**config.mk**
```make
export PLATFORM = sky130hd
export DESIGN_NAME = ifetch_stage
export DESIGN_NICKNAME = d
export VERILOG_FILES = /design/src/rtl/ifetch_stage.sv
export SDC_FILE = /design/constraint.sdc
export NUM_CORES = 1
export LEC_CHECK = 0
export CORE_AREA = 3 3 114 199
export DETAILED_ROUTE_END_ITERATION = 16
export DIE_AREA = 0 0 117 202
export PLACE_DENSITY = 0.8
export SLEW_MARGIN = 20
export SYNTH_ARGS = -nofsm -noshare
export SYNTH_HDL_FRONTEND = slang
export SYNTH_SLANG_ARGS = --single-unit
```
**constraint.sdc**
```tcl
create_clock -name clk -period 8.3 [get_ports clk]
set_input_delay 1.66 -clock clk [delete_from_list [all_inputs] [get_ports clk]]
set_output_delay 1.66 -clock clk [all_outputs]
set_load 0.02 [all_outputs]
```
**src/rtl/ifetch_stage.sv**
```systemverilog
// rtl/ifetch_stage.sv - instruction fetch stage: PC register, imem req/ack fetch FSM, IF/ID output bank.
// Optional redirect alignment check is compiled in with `define IFETCH_ALIGN_CHECK_EN.
module ifetch_stage #(
    parameter int                ADDR_W    = 32,
    parameter logic [ADDR_W-1:0] RESET_PC  = 32'h0040_0000,
    parameter logic [31:0]       NOP_INSTR = 32'h0000_0000
) (
    input  logic              clk,
    input  logic              rst,
    input  logic              stall_i,
    input  logic              redirect_valid,
    input  logic [ADDR_W-1:0] redirect_pc,
    output logic              imem_req,
    output logic [ADDR_W-1:0] imem_addr,
    input  logic              imem_ack,
    input  logic [31:0]       imem_rdata,
    output logic              if_valid,
    output logic [ADDR_W-1:0] if_pc,
    output logic [ADDR_W-1:0] if_pc_plus4,
    output logic [31:0]       if_instr
`ifdef IFETCH_ALIGN_CHECK_EN
    ,
    output logic              if_misalign
`endif
);

    typedef enum logic [1:0] {S_IDLE, S_REQ, S_HOLD} state_t;

    state_t            r_state, w_state_nxt;
    logic [ADDR_W-1:0] r_pc, w_pc_nxt, w_pc_inc;
    logic              r_req, w_req_nxt;
    logic [ADDR_W-1:0] r_addr, w_addr_nxt;
    logic              r_valid, w_valid_nxt;
    logic [ADDR_W-1:0] r_if_pc, w_if_pc_nxt;
    logic [ADDR_W-1:0] r_if_pc4, w_if_pc4_nxt;
    logic [31:0]       r_instr, w_instr_nxt;
    logic [31:0]       r_hold_instr, w_hold_instr_nxt;
    logic [ADDR_W-1:0] r_hold_pc, w_hold_pc_nxt;
    logic              r_misalign, w_misalign_nxt;
    logic [ADDR_W-1:0] w_redir_pc;
    logic              w_redir_mis;

`ifdef IFETCH_ALIGN_CHECK_EN
    assign w_redir_pc  = redirect_pc;
    assign w_redir_mis = |redirect_pc[1:0];
    assign if_misalign = r_misalign;
`else
    assign w_redir_pc  = {redirect_pc[ADDR_W-1:2], 2'b00};
    assign w_redir_mis = 1'b0;
`endif

    assign w_pc_inc = r_pc + ADDR_W'(4);

    always_ff @(posedge clk or posedge rst) begin
        if (rst) r_state <= S_IDLE;
        else     r_state <= w_state_nxt;
    end

    // A misaligned redirect parks the FSM in S_IDLE until the next redirect.
    always_comb begin
        w_state_nxt = r_state;
        if (redirect_valid) begin
            w_state_nxt = w_redir_mis ? S_IDLE : S_REQ;
        end else begin
            case (r_state)
                S_IDLE:  if (!r_misalign) w_state_nxt = S_REQ;
                S_REQ:   if (imem_ack && stall_i) w_state_nxt = S_HOLD;
                S_HOLD:  if (!stall_i) w_state_nxt = S_REQ;
                default: w_state_nxt = S_IDLE;
            endcase
        end
    end

    always_comb begin
        w_pc_nxt         = r_pc;
        w_req_nxt        = r_req;
        w_addr_nxt       = r_addr;
        w_valid_nxt      = r_valid;
        w_if_pc_nxt      = r_if_pc;
        w_if_pc4_nxt     = r_if_pc4;
        w_instr_nxt      = r_instr;
        w_hold_instr_nxt = r_hold_instr;
        w_hold_pc_nxt    = r_hold_pc;
        w_misalign_nxt   = r_misalign;
        if (redirect_valid) begin
            w_pc_nxt         = w_redir_pc;
            w_addr_nxt       = w_redir_pc;
            w_req_nxt        = !w_redir_mis;
            w_valid_nxt      = w_redir_mis;
            w_instr_nxt      = NOP_INSTR;
            w_hold_instr_nxt = NOP_INSTR;
            w_hold_pc_nxt    = '0;
            w_misalign_nxt   = w_redir_mis;
            if (w_redir_mis) begin
                w_if_pc_nxt  = w_redir_pc;
                w_if_pc4_nxt = w_redir_pc + ADDR_W'(4);
            end
        end else begin
            case (r_state)
                S_IDLE: begin
                    if (!r_misalign) begin
                        w_req_nxt  = 1'b1;
                        w_addr_nxt = r_pc;
                    end
                end
                S_REQ: begin
                    if (imem_ack && !stall_i) begin
                        w_valid_nxt  = 1'b1;
                        w_if_pc_nxt  = r_pc;
                        w_if_pc4_nxt = w_pc_inc;
                        w_instr_nxt  = imem_rdata;
                        w_pc_nxt     = w_pc_inc;
                        w_addr_nxt   = w_pc_inc;
                    end else if (imem_ack) begin
                        w_hold_instr_nxt = imem_rdata;
                        w_hold_pc_nxt    = r_pc;
                        w_req_nxt        = 1'b0;
                    end else if (!stall_i) begin
                        w_valid_nxt = 1'b0;
                    end
                end
                S_HOLD: begin
                    if (!stall_i) begin
                        w_valid_nxt  = 1'b1;
                        w_if_pc_nxt  = r_hold_pc;
                        w_if_pc4_nxt = r_hold_pc + ADDR_W'(4);
                        w_instr_nxt  = r_hold_instr;
                        w_pc_nxt     = w_pc_inc;
                        w_addr_nxt   = w_pc_inc;
                        w_req_nxt    = 1'b1;
                    end
                end
                default: ;
            endcase
        end
    end

    always_ff @(posedge clk or posedge rst) begin
        if (rst) begin
            r_pc         <= RESET_PC;
            r_req        <= 1'b0;
            r_addr       <= RESET_PC;
            r_valid      <= 1'b0;
            r_if_pc      <= '0;
            r_if_pc4     <= '0;
            r_instr      <= NOP_INSTR;
            r_hold_instr <= NOP_INSTR;
            r_hold_pc    <= '0;
            r_misalign   <= 1'b0;
        end else begin
            r_pc         <= w_pc_nxt;
            r_req        <= w_req_nxt;
            r_addr       <= w_addr_nxt;
            r_valid      <= w_valid_nxt;
            r_if_pc      <= w_if_pc_nxt;
            r_if_pc4     <= w_if_pc4_nxt;
            r_instr      <= w_instr_nxt;
            r_hold_instr <= w_hold_instr_nxt;
            r_hold_pc    <= w_hold_pc_nxt;
            r_misalign   <= w_misalign_nxt;
        end
    end

    assign imem_req    = r_req;
    assign imem_addr   = r_addr;
    assign if_valid    = r_valid;
    assign if_pc       = r_if_pc;
    assign if_pc_plus4 = r_if_pc4;
    assign if_instr    = r_instr;

endmodule
```
==> Yosys cells after proc, flatten, opt, wreduce, memory -nomap -nowiden <==
Cells that the tools add are included.
{ "word_totals": {"input_bits": 69, "wordCells": 78, "reg_bits": 228, "out_inout_bits": 130} }
{ "classes": {"n_reduce_logical": 16, "add_sub_neg": 2, "mux": 37, "n_bitwise": 1, "n_eq_ne": 12} }
{ "op_table": {"columns": ["op", "n"], "rows": [
  ["2-to-1 mux 32 bit", 18],
  ["one-hot mux 32 bit (2 select lines)", 4],
  ["one-hot mux 32 bit (3 select lines)", 1],
  ["adder 32 x 3 -> 32 bit (second input constant)", 2],
  ["inequality test 3 bit (second input constant)", 5],
  ["AND reduction 4 bit", 3],
  ["AND reduction 3 bit", 3],
  ["2-to-1 mux 1 bit", 8],
  ["inequality test 4 bit (second input constant)", 2],
  ["2-to-1 mux 2 bit", 3],
  ["inequality test 2 bit (second input constant)", 3],
  ["one-hot mux 2 bit (3 select lines)", 1],
  ["nonzero test 2 bit", 3],
  ["nonzero test 4 bit", 1],
  ["one-hot mux 1 bit (3 select lines)", 1],
  ["nonzero test 3 bit", 1],
  ["== test 2 x 1 -> 1 bit (second input constant)", 1],
  ["== test 2 bit (second input constant)", 1],
  ["logical AND 1 bit", 2],
  ["zero test 2 bit", 1],
  ["one-hot mux 1 bit (2 select lines)", 1],
  ["AND reduction 2 bit", 1],
  ["zero test 1 bit", 1],
  ["NOT 1 bit", 1]
]} }

==> Depth between registers and ports, before layout <==
{ "depth": {"word_depth": 5, "mapped_depth": 9} }

==> Worst setup path before layout <==
OpenSTA, ideal clock, no wires.
{ "synth_timing": {"path_type": "input port to flip-flop", "startpoint": "in redirect_valid", "endpoint": "reg r_if_pc4[15], in the netlist if_pc_plus4[15]", "n_path_buf": 3, "slack_ps": 5259, "setup_ps": 95, "t_required_ps": 8205, "stages": 7, "t_arrival_ps": 2945, "cell_sequence": "clkbuf_1 nor2_1 nand2_1 clkbuf_1 buf_1 nand2_1 o31ai_1"} }
{ "synth_between": {"elab_chain_cells": 2} }
{ "synth_rtl": {"columns": ["element", "line", "text"], "rows": [
  ["start, declared", "11", "input logic redirect_valid,"],
  ["NOT 1 bit (no line)", null, null],
  ["AND reduction 4 bit (no line)", null, null],
  ["end signal, assigned", "156", "r_if_pc4 <= w_if_pc4_nxt;"],
  ["end, declared", "35", "logic [ADDR_W-1:0] r_if_pc4, w_if_pc4_nxt;"]
]} }
Every way passes these cells.
A chain may end at the register's enable or synchronous reset.

==> Final worst setup path <==
{ "layout_timing": {"startpoint": "reg r_state[0]", "endpoint": "reg r_pc[30]"} }
{ "layout_between": {"elab_chain_cells": 3, "elab_cells_between_ends": 8, "classes_between": "eq/ne (4); mux (2); reduce/logical (2)"} }
{ "layout_rtl": {"columns": ["element", "line", "text"], "rows": [
  ["start, declared", "29", "state_t r_state, w_state_nxt;"],
  ["start signal, assigned", "56", "else r_state <= w_state_nxt;"],
  ["== test 2 x 1 -> 1 bit / == test 2 bit (equally long branches)", "99", "case (r_state)"],
  ["inequality test 3 bit (no line), or another cell as far along", null, null],
  ["AND reduction 3 bit (no line) / 2-to-1 mux 32 bit (equally long branches)", null, null],
  ["end signal, assigned", "151", "r_pc <= w_pc_nxt;"],
  ["end, declared", "30", "logic [ADDR_W-1:0] r_pc, w_pc_nxt, w_pc_inc;"]
]} }
Parallel ways exist; a longest one is shown, timed or not.

==> flow_summary.ini <==
[timing]
finalHoldViolations = 0
fin_crit_sh_pct = 45.1
max_freq_mhz = 267
maxSlewHeadroom_pct = 20.7
tns_ns = 0
finalSetupViolations = 0
clock_skew_ns = 0.00820
worstMarginPinSlew_ns = 1.19
rsz0062_at_grt = no
fin_crit_ns = 3.75
slew_violations = 0

[clock_network]
clk_path_buf_depth = 3
clk_latency_ns = 0.50
clk_pin_slew_ns = 0.07
post-cts-setup-buffers = 0
hold_buffers = 0
post_cts_resized = 0
numCtsBuffers = 21
ctsRootBufferMaster = clkbuf_16
cts_max_level = 1
cts_tree = done
clock_sinks = 221

[layout]
regArea_sq_um = 5530
fill_cells = 1693
final_util_pct = 66.0
syn_to_final_growth_pct = 23.5
diodes = 0
design_area_sq_um = 14100
drive_gt1_share_pct = 8.25
multi_input_area_sq_um = 5380
fin_nets = 1322

[hold_path]
worstHoldPathType = flip-flop to flip-flop
hp-start = if_pc[13]$_DFFE_PP0P_
min_to = if_pc[13]$_DFFE_PP0P_
hold_depth = 2

[synth]
yosysWarningCount = 0
postSynth.asyncResetShare_pct = 100
syn_nets = 1202
synth-seq-cells = 221
netlist_area_sq_um = 11400
synth_edf_count = 0
synth_flop_cell = dfrtp_1
syn_avg_cell_area_sq_um = 10.1
syn_inst = 1127
ys_seq_area_share_pct = 48.6
ys_types = 59

[global_route]
grt_max_degree = 117
grt_overflow = 0
first_global_vias = 9188
grt_pass1_wl_um = 48300
antenna_found_initial = 0
grt_util_all_layers_pct = 25.2

[detailed_routing]
wl_per_cell_um = 19.7
viasPerCell = 5.98
drc = 0
drtIter0Drc = 605
drtPass1Iterations = 6
routed_wl_um = 29800
vias = 9055
ant_nets = 0

[status]
status = finished, final reports clean

[critical_path]
path_max_fanout = 86
crit_start = r_state[0]$_DFFE_PP0P_
critPathLaunchType = flip-flop
r2r_cells = 9
cp_data_required_time_ns = 8.69
r2r_end = r_pc[30]$_DFFE_PP0P_
regToRegStartpoint = r_state[0]$_DFFE_PP0P_
worst-setup-path-type = flip-flop to flip-flop
end_kind = flip-flop
arrival_ns = 4.14
r2r_slack_ns = 4.55

[floorplanning]
die_height_um = 202
die-area_sq_um = 23600
rows = 71
core_area_sq_um = 21300
die_width_um = 117
ios = 199
start_util_pct = 53.4

[placement]
portBuffers = 196
place_area_sq_um = 13300
hpwl_um = 19800
gp_congestion = 0.878

[job]
maxCapViolations = 0

[power]
p_per_area_nw_per_um2 = 315
peakVddDrop_mv = 0.230
leakage_nw = 5.73
[cells in the final DEF (no fill, tap or decap), drive strengths merged, types with 15 or more instances in the layout]
cell type,instances
a211oi,36
clkdlybuf4s50,195
dfrtp,219
nand2,121
xnor2,47
nor2,65
nand3,39
xor2,53
o21ai,65
a22o,65
buf,15
mux2,18
mux2i,77
nand4,36
clkbuf,26
nor3,19
a21oi,32
[registers in the layout, summed over array words and instances, names as in the netlist]
| name | count |
|---|---|
| r_hold_pc | 31 |
| if_pc | 31 |
| imem_req | 1 |
| if_pc_plus4 | 30 |
| imem_addr | 31 |
| r_hold_instr | 32 |
| if_instr | 32 |
| if_valid | 1 |
| r_pc | 30 |
| r_state | 2 |
[where the power goes]
part           switching, mW  internal (mW)
Clock                  0.425          0.594
Combinational           1.03          0.776
Sequential             0.240           1.37
[metal layers]
metal	GRT usage, %	up-vias	part of all wire [%]	wire length, um
li1	-	4259	-	-
met4	10.3	0	4.0	1200
met2	39.6	337	48	14400
met5	0	-	0	0
met1	33.9	4381	40	12000
met3	5.33	78	7.2	2150
[worst max-delay path, cell delays in order, from the launching register on]
cell and delay [ns]:
dfrtp_1 0.41, inv_1 0.14, ha_4 0.41, buf_4 0.82, mux2i_1 0.29, nor2_4 0.14, buf_4 0.72, nand4_1 0.21
xnor2_1 0.17, mux2_2 0.27
[cell families after synthesis]
kind of cell | after synthesis | synth area share [%]
AO/OA/AOI/OAI | 252 | 15.4
XOR/XNOR | 100 | 7.69
adder cells (fa/ha/maj) | 6 | 0.659
buffers and inverters | 126 | 4.69
flip-flops | 221 | 48.6
multiplexers | 95 | 8.55
AND/OR/NAND/NOR | 327 | 14.5
[synth_stat cells, drive strengths merged, types with 19 or more instances]
cell type  instances  area [sq um]
o21ai             65           325
a22o              65           571
a211oi            36           270
nand3             39           195
mux2i             77           771
nor2              65           244
clkbuf            60           225
nand2            121           454
nor3              19           120
xnor2             47           412
a21oi             32           160
buf               53           260
xor2              53           464
nand4             36           289
dfrtp            219          5480
[layout make-up]
class                   instances  share of cell area (%)
clock inverters                10                   0.951
clock buffers                  26                    4.15
inverters                      13                   0.400
flip-flops and latches        221                    39.3
well taps                     255                    2.27
multi-input cells             780                    38.3
repair buffers                210                    14.7
[worst max path at each step]
stage / end / slack, ns / cells after the start
2_1_floorplan: if_instr[0]$_DFFE_PP0P_ / 0.59 / 1
3_3_place_gp: r_pc[24]$_DFFE_PP0P_ / 4.27 / 7
3_5_place_dp: r_pc[25]$_DFFE_PP0P_ / 4.21 / 7
4_1_cts: r_pc[25]$_DFFE_PP0P_ / 4.53 / 9
5_1_grt: r_pc[29]$_DFFE_PP0P_ / 4.32 / 9
6_report: r_pc[30]$_DFFE_PP0P_ / 4.55 / 9
[metrics by stage]
| stage | setup WS, ns | hold WS, ns | std cells | power, mW |
|---|---|---|---|---|
| 2_1_floorplan | 0.594 | 0.454 | 1127 | 2.67 |
| 3_3_place_gp | 4.27 | 0.461 | 1479 | 3.39 |
| 3_5_place_dp | 4.21 | 0.467 | 1479 | 3.43 |
| 4_1_cts | 4.53 | 0.482 | 1515 | 4.46 |
| 5_1_grt | 4.32 | 0.503 | 1515 | 4.68 |
| 6_report | 4.55 | 0.476 | 1515 | 4.43 |
No activity file was read; power rests on OpenSTA's default activity.
